--- src/rtl/serial_adder_sub_pkg.sv ---
// =============================================================================
// Module   : serial_adder_sub_pkg
// Brief    : Shared state encoding and sizing helper for the bit-serial adder.
// Revision : 1.0  initial release
// =============================================================================
`default_nettype none

package serial_adder_sub_pkg;

  typedef enum logic [1:0] {
    ST_IDLE  = 2'd0,
    ST_SHIFT = 2'd1,
    ST_DONE  = 2'd2
  } state_t;

  // Bit counter width; clamped so a degenerate width still yields a legal vector.
  function automatic int cnt_width(input int width);
    return (width > 1) ? $clog2(width) : 1;
  endfunction

endpackage

`default_nettype wire

--- src/rtl/serial_adder_sub_full_adder.sv ---
// =============================================================================
// Module   : full_adder
// Brief    : Single-bit combinational full adder cell.
// Revision : 1.0  initial release
// =============================================================================
`default_nettype none

module full_adder (
  input  logic i_1,
  input  logic i_2,
  input  logic i_3,
  output logic o_sum,
  output logic o_carry
);

  assign o_sum   = i_1 ^ i_2 ^ i_3;
  assign o_carry = (i_1 & i_2) | (i_1 & i_3) | (i_2 & i_3);

endmodule

`default_nettype wire

--- src/rtl/serial_adder_sub.sv ---
// =============================================================================
// Module   : serial_adder_sub
// Brief    : Bit-serial adder/subtractor, one bit per clock, start/busy/done handshake.
// Revision : 1.0  initial release
// =============================================================================
`default_nettype none

module serial_adder_sub
  import serial_adder_sub_pkg::*;
#(
  parameter int WIDTH = 8
) (
  input  logic             i_clk,
  input  logic             i_rst,
  input  logic             i_start,
  input  logic             i_sub,
  input  logic             i_cin,
  input  logic [WIDTH-1:0] i_a,
  input  logic [WIDTH-1:0] i_b,
  output logic [WIDTH-1:0] o_sum,
  output logic             o_cout,
  output logic             o_ovf,
  output logic             o_busy,
  output logic             o_done
);

  localparam int               CNT_W    = cnt_width(WIDTH);
  localparam logic [CNT_W-1:0] CNT_LAST = CNT_W'(WIDTH - 1);

  state_t             state_q,  state_d;
  logic [CNT_W-1:0]   cnt_q,    cnt_d;
  logic [WIDTH-1:0]   a_sr_q,   a_sr_d;
  logic [WIDTH-1:0]   b_sr_q,   b_sr_d;
  // Holds the WIDTH-1 partial sum bits; the final bit comes straight from the cell.
  logic [WIDTH-2:0]   sum_sr_q, sum_sr_d;
  logic               carry_q,  carry_d;
  logic [WIDTH-1:0]   sum_q,    sum_d;
  logic               cout_q,   cout_d;
  logic               ovf_q,    ovf_d;

  logic               fa_sum;
  logic               fa_carry;
  logic [WIDTH-1:0]   sum_shift;
  logic               load;

  full_adder u_full_adder (
    .i_1     (a_sr_q[0]),
    .i_2     (b_sr_q[0]),
    .i_3     (carry_q),
    .o_sum   (fa_sum),
    .o_carry (fa_carry)
  );

  assign sum_shift = {fa_sum, sum_sr_q};

  always_comb begin
    state_d  = state_q;
    cnt_d    = cnt_q;
    a_sr_d   = a_sr_q;
    b_sr_d   = b_sr_q;
    sum_sr_d = sum_sr_q;
    carry_d  = carry_q;
    sum_d    = sum_q;
    cout_d   = cout_q;
    ovf_d    = ovf_q;
    load     = 1'b0;

    case (state_q)
      ST_IDLE: begin
        load = i_start;
      end
      ST_SHIFT: begin
        a_sr_d   = a_sr_q >> 1;
        b_sr_d   = b_sr_q >> 1;
        sum_sr_d = sum_shift[WIDTH-1:1];
        carry_d  = fa_carry;
        if (cnt_q == CNT_LAST) begin
          // carry_q is the carry into the MSB stage on this final step.
          sum_d   = sum_shift;
          cout_d  = fa_carry;
          ovf_d   = carry_q ^ fa_carry;
          state_d = ST_DONE;
        end else begin
          cnt_d = cnt_q + 1'b1;
        end
      end
      ST_DONE: begin
        load    = i_start;
        state_d = ST_IDLE;
      end
      default: begin
        state_d = ST_IDLE;
      end
    endcase

    if (load) begin
      a_sr_d   = i_a;
      b_sr_d   = i_sub ? ~i_b : i_b;
      carry_d  = i_sub | i_cin;
      sum_sr_d = '0;
      cnt_d    = '0;
      state_d  = ST_SHIFT;
    end
  end

  always_ff @(posedge i_clk or posedge i_rst) begin
    if (i_rst) begin
      state_q  <= ST_IDLE;
      cnt_q    <= '0;
      a_sr_q   <= '0;
      b_sr_q   <= '0;
      sum_sr_q <= '0;
      carry_q  <= 1'b0;
      sum_q    <= '0;
      cout_q   <= 1'b0;
      ovf_q    <= 1'b0;
    end else begin
      state_q  <= state_d;
      cnt_q    <= cnt_d;
      a_sr_q   <= a_sr_d;
      b_sr_q   <= b_sr_d;
      sum_sr_q <= sum_sr_d;
      carry_q  <= carry_d;
      sum_q    <= sum_d;
      cout_q   <= cout_d;
      ovf_q    <= ovf_d;
    end
  end

  assign o_sum  = sum_q;
  assign o_cout = cout_q;
  assign o_ovf  = ovf_q;
  assign o_busy = (state_q == ST_SHIFT);
  assign o_done = (state_q == ST_DONE);

endmodule

`default_nettype wire

--- config.mk ---
export PLATFORM = sky130hd
export DESIGN_NAME = serial_adder_sub
export DESIGN_NICKNAME = d
export VERILOG_FILES = /design/src/rtl/serial_adder_sub_pkg.sv /design/src/rtl/serial_adder_sub_full_adder.sv /design/src/rtl/serial_adder_sub.sv
export SDC_FILE = /design/constraint.sdc
export NUM_CORES = 1
export LEC_CHECK = 0
export BUFFER_PORTS_ARGS = -buffer_cell sky130_fd_sc_hd__clkbuf_2
export CORE_ASPECT_RATIO = 1.5
export CORE_UTILIZATION = 54
export DETAILED_ROUTE_END_ITERATION = 12
export GPL_TIMING_DRIVEN = 0
export PLACE_DENSITY = 0.84
export SLEW_MARGIN = 40
export SYNTH_ARGS = -nofsm -noshare
export SYNTH_HDL_FRONTEND = slang
export SYNTH_SLANG_ARGS = --single-unit
--- constraint.sdc ---
create_clock -name i_clk -period 1.8 [get_ports i_clk]
set_input_delay 0.36 -clock i_clk [delete_from_list [all_inputs] [get_ports i_clk]]
set_output_delay 0.36 -clock i_clk [all_outputs]
set_load 0.005 [all_outputs]
==> results of run 1 <==
path summary, 6_finish.rpt:
| path | start | to | slack (ps) |
|---|---|---|---|
| worst max-delay path | cnt_q[0] | o_sum[4] | 140 |
| worst min-delay path | i_rst | a_sr_q[6] | 110 |
| worst max register to register | cnt_q[0] | o_sum[4] | 140 |
| worst min register to register | a_sr_q[5] | a_sr_q[5] | 490 |
| max in group asynchronous | i_rst | a_sr_q[4] | 1280 |
| min in group i_clk | i_a[7] | a_sr_q[7] | 290 |
kinds of logic (layout without fill, tap and decap cells):
group                    after synthesis  in the layout  share of synthesized area
AO/OA/AOI/OAI                         35             35                      0.149
buffers and inverters                 14             53                     0.0485
multiplexers                          16             16                     0.0991
flip-flops                            39             39                      0.564
AND/OR/NAND/NOR                       21             21                     0.0673
adder cells (fa/ha/maj)                3              3                     0.0260
XOR/XNOR                               9              9                     0.0456
cell type report:
class,count,share of cell area
plain buffers,10,0.0341
inverters,4,0.00805
clock inverters,2,0.00620
repair buffers,31,0.0768
clock buffers,6,0.0359
flip-flops and latches,39,0.483
well taps,39,0.0242
multi-input cells,84,0.331
cell usage after synthesis (all sizes together):
master and instances:
mux2i 7, dfrtp 39, inv 4, nand3 3
mux2 9, or3b 1, o21ai 11, nand3b 1
nor2b 3, a221o 1, xor2 8, ha 2
nand2b 1, clkbuf 2, nor2 3, a21o 7
a22o 16, fa 1, buf 8, nand2 9
xnor2 1
cells in the final DEF, fill, tap and decap left out, types with 5 or more instances in the layout:
cell	count
dfrtp_1	39
xor2_1	8
o21ai_1	7
nand2_1	9
mux2i_1	7
clkbuf_2	31
mux2_2	9
a22o_1	16
clkbuf_8	5
a21o_1	7
per-layer routing:
| metal | vias to the layer above | wire, um |
|---|---|---|
| met4 | 0 | 47 |
| li1 | 553 | - |
| met3 | 5 | 119 |
| met5 | - | 0 |
| met2 | 30 | 1700 |
| met1 | 583 | 1230 |
flip-flops by register name, indices dropped and copies added (netlist names):
name      count
a_sr_q        8
b_sr_q        8
carry_q       1
cnt_q         3
o_cout        1
o_ovf         1
o_sum         8
state_q       2
sum_sr_q      7
where the power goes:
part	switching, uW	leakage, uW	internal, uW	total, uW
sequential	251	0.000495	1260	1510
clock	292	0.0000412	270	563
combinational	617	0.000537	723	1340
metrics by stage:
step,instance area [um^2],setup WS (ps),total power (uW),cells,utilization
2_1_floorplan,1730,272,2480,137,-
3_3_place_gp,1930,146,2770,207,0.650
3_5_place_dp,1930,126,2860,207,0.650
4_1_cts,2020,118,3450,215,0.679
5_1_grt,2020,38.7,3670,215,0.679
6_report,2020,137,3410,215,0.679
==> impl_metrics.ini, run 1 <==
[die]
die_width_um = 48.2
die_area_um2 = 3440
core_area_um2 = 2970
die_h_um = 71.3
io_pins = 33
start_util = 0.582
rows = 24

[cts]
clk_pin_slew_ps = 70
htree_levels = 2
clock_path_buffers = 2
clkLatencyLatePin_ps = 290
cts-root-buf = clkbuf_8
cts_tree = built
cts_resized = 0
post-cts-setup-buffers = 0
cts_hold_buf = 0
cts_made_buffers = 5
numClockSinks = 39

[global_route]
antenna_found_initial = 0
grt_util_all_layers = 0.215
grt_max_degree = 40
met3_usage = 0.0680
grt_util_met2 = 0.348
grt_pass1_wl_um = 5180
grt_remaining_overflow = 0
busiest_layer = met2
gr-usage-met1 = 0.259
grt_pass1_vias = 1207

[sta]
skew_ps = 7.52
whs_ps = 115
tightestPinTransition_ps = 643
slew_headroom = 0.571
setup_violations = 0
setup_tns_ps = 0
hold_viol = 0
rsz0062_at_grt = no
maxSlewViolCount = 0
period_share = 0.924
fmax_mhz = 601
min_period_ps = 1660

[critical_path]
cp_top_family = flip-flops
critPathMaxStageDelay_ps = 400
reg2reg_depth = 5
cp.depth = 5
cp_num_buf_inv = 1
cp_slowest_cell = dfrtp_1
critical_path_class = flip-flop to flip-flop
crit_path_end_kind = flip-flop
path_cells = ha_1 -> ha_1 -> nand3b_1 -> buf_2 -> mux2_2
worstPathRequired_ps = 1980
cp_max_fo = 10
cp.arrival_ps = 1840
critPathLaunchType = flip-flop
crit_path_frequent_cell = ha_1

[synthesis]
seq_area_frac_synth = 0.564
ys_ff_latch = 39
ys_types = 26
synth.area.top_cells = dfrtp_1, a22o_1, mux2_2
synth.avg_cell_area_um2 = 12.6
synth_top_area_share = 0.564
synth_area_um2 = 1730
syn_nets = 161
syn_inst = 137
yosysWarnings = 0
yosys.area.top_type = dfrtp_1

[status]
status = completed

[hold_path]
holdCritPathClass = input pin to asynchronous set/reset pin

[route]
drt-pass1-iter-count = 4
viasPerCell = 5.45
wl_per_cell_um = 14.4
final_antenna_net_count = 0
drc_errors = 0
drt_iter0_markers = 17
finalWirelength_um = 3100
num_vias = 1171

[place]
port_buffers = 31
gp_congestion = 0.717
place_hpwl_um = 2230

[final_layout]
seq_area_um2 = 976
fill_cells = 249
syn_to_final_growth_pct = 16.8
multi_input_area_um2 = 669
drive_gt1_frac = 0.330
nNetsFinal = 199
insertedDiodeCount = 0

[power]
vdd_ir_drop_max_v = 0.000962
p_leak_uw = 0.00107
cellPowerDensity_nw_per_um2 = 1690

[run]
cap_violations = 0
Note: power is estimated with default switching activity, not from simulation.
==> run 2: changes to the inputs <==
--- a/config.mk
+++ b/config.mk
@@ -7,10 +7,10 @@
 export LEC_CHECK = 0
 export BUFFER_PORTS_ARGS = -buffer_cell sky130_fd_sc_hd__clkbuf_2
 export CORE_ASPECT_RATIO = 1.5
-export CORE_UTILIZATION = 54
+export CORE_UTILIZATION = 40
 export DETAILED_ROUTE_END_ITERATION = 12
 export GPL_TIMING_DRIVEN = 0
-export PLACE_DENSITY = 0.84
+export PLACE_DENSITY = 0.67
 export SLEW_MARGIN = 40
 export SYNTH_ARGS = -nofsm -noshare
 export SYNTH_HDL_FRONTEND = slang
==> run 2 against run 1 <==
  * Non-clock buffer count unchanged
  * Largest cell class unchanged
  * Largest power group unchanged
  * Highest routed layer unchanged
  * Die area up 34%
  * Via count down 2.8%
  * Global-route usage down 5.7 points
==> impl_metrics.ini, run 2 (synthesis results as in run 1) <==
[global_route]
grt_pass1_vias = 1203
grt_pass1_wl_um = 5370
antenna_found_initial = 0
grt_remaining_overflow = 0
grt_util_all_layers = 0.158
grt_max_degree = 40

[final_layout]
nNetsFinal = 199
layout.cells.non_filler = 221
fill_cells = 367
final_cell_mix = dfrtp_1, clkbuf_2, a22o_1
mostFrequentLayoutCell = dfrtp_1
syn_to_final_growth_pct = 19.1
utilization = 0.511
drive_gt1_frac = 0.335
insertedDiodeCount = 0

[cts]
clock_path_buffers = 2
cts_made_buffers = 5
cts_tree = built
cts-root-buf = clkbuf_8
cts_resized = 0
numClockSinks = 39
clk_pin_slew_ps = 80
cts_hold_buf = 0
htree_levels = 2
clkLatencyLatePin_ps = 290
post-cts-setup-buffers = 0

[critical_path]
cp.arrival_ps = 1880
critical_path_class = flip-flop to flip-flop
cp_max_fo = 7
crit_path_end_kind = flip-flop
reg2reg_slack_ps = 90
path_cells = ha_1 -> ha_1 -> or3b_1 -> clkbuf_1 -> nand3_1 -> o21ai_0
crit_path_frequent_cell = ha_1
worstPathRequired_ps = 1970
cp_num_buf_inv = 1
cp_top_family = simple AND/OR/NAND/NOR gates
critPathMaxStageDelay_ps = 410
critPathLaunchType = flip-flop
cp_slowest_cell = dfrtp_1

[die]
rows = 28
die_width_um = 55.7
start_util = 0.429
io_pins = 33
die_area_um2 = 4600
die_h_um = 82.5
core_area_um2 = 4030

[route]
final_antenna_net_count = 0
drc_errors = 0
num_vias = 1138
drt_iter0_markers = 17
drt-pass1-iter-count = 3
finalWirelength_um = 3180
viasPerCell = 5.15
wl_per_cell_um = 14.4

[place]
gp_congestion = 0.691
port_buffers = 31
place_hpwl_um = 2350
placed_cells = 213

[status]
status = completed

[sta]
period_share = 0.949
maxSlewViolCount = 0
setup_violations = 0
tightestPinTransition_ps = 651
hold_viol = 0
rsz0062_at_grt = no
setup_tns_ps = 0
slew_headroom = 0.565
skew_ps = 9.61
whs_ps = 108
min_period_ps = 1710
fmax_mhz = 586

[run]
cap_violations = 0

[power]
clkPwrFrac = 0.209
p_leak_uw = 0.00109
vdd_ir_drop_max_v = 0.000973
p_sw_frac = 0.326
p_seq_frac = 0.419
p_int_uw = 2430
p_sw_uw = 1170
combPwrFrac = 0.371
cellPowerDensity_nw_per_um2 = 1750

[hold_path]
holdCritPathClass = input pin to asynchronous set/reset pin
-- run 2: cell types whose count changed in the layout (fill, tap and decap cells not counted), sizes merged --
cell / previous run / this run
clkinvlp: 1 / 0
bufinv: 0 / 1
-- run 2: worst paths after layout --
| path | end | cells after the start | from |
|---|---|---|---|
| min in group i_clk | a_sr_q[7] | 2 | i_a[7] |
| worst max-delay path | cnt_q[2] | 6 | cnt_q[0] |
| worst max register to register | cnt_q[2] | 6 | cnt_q[0] |
| worst min-delay path | cnt_q[2] | 2 | i_rst |
| worst min register to register | a_sr_q[3] | 1 | a_sr_q[3] |
| max in group asynchronous | a_sr_q[0] | 2 | i_rst |
-- run 2: per-layer routing --
metal  vias up  share of wire  wire (um)  global-route usage
li1        552              -          -                   -
met1       555           0.42       1330               0.163
met2        25           0.52       1640               0.281
met3         6          0.041        130              0.0530
met4         0          0.024         76              0.0950
met5         -              0          0                   0
-- run 2: metrics by stage --
stage | instance area (um^2) | setup slack (ps) | total power [uW]
after global placement | 1940 | 123 | 2790
after CTS | 2060 | 88.6 | 3660
after floorplan | 1730 | 272 | 2480
after global routing | 2060 | 5.13 | 3840
after detailed placement | 1940 | 102 | 2890
final | 2060 | 92.2 | 3610
-- run 2: power by group through the flow --
stage,clock [uW],sequential [uW],combinational (uW)
floorplan,0,1460,1020
global placement,0,1500,1290
detailed placement,0,1530,1360
CTS,777,1510,1370
global route,811,1560,1470
finish,755,1510,1340
-- run 2: cell type report --
type	instances	area, um^2	share of cell area
plain buffers	10	68.8	0.0334
clock buffers	6	82.6	0.0401
clock inverters	2	35.0	0.0170
inverters	4	16.3	0.00790
multi-input cells	84	669	0.325
flip-flops and latches	39	976	0.474
well taps	45	56.3	0.0273
repair buffers	31	155	0.0753
-- run 2: worst reg2reg max path, cell delays in order, from the launching register on --
cell and delay [ps]:
dfrtp_1 410, ha_1 210, ha_1 200, or3b_1 370
clkbuf_1 170, nand3_1 120, o21ai_0 100
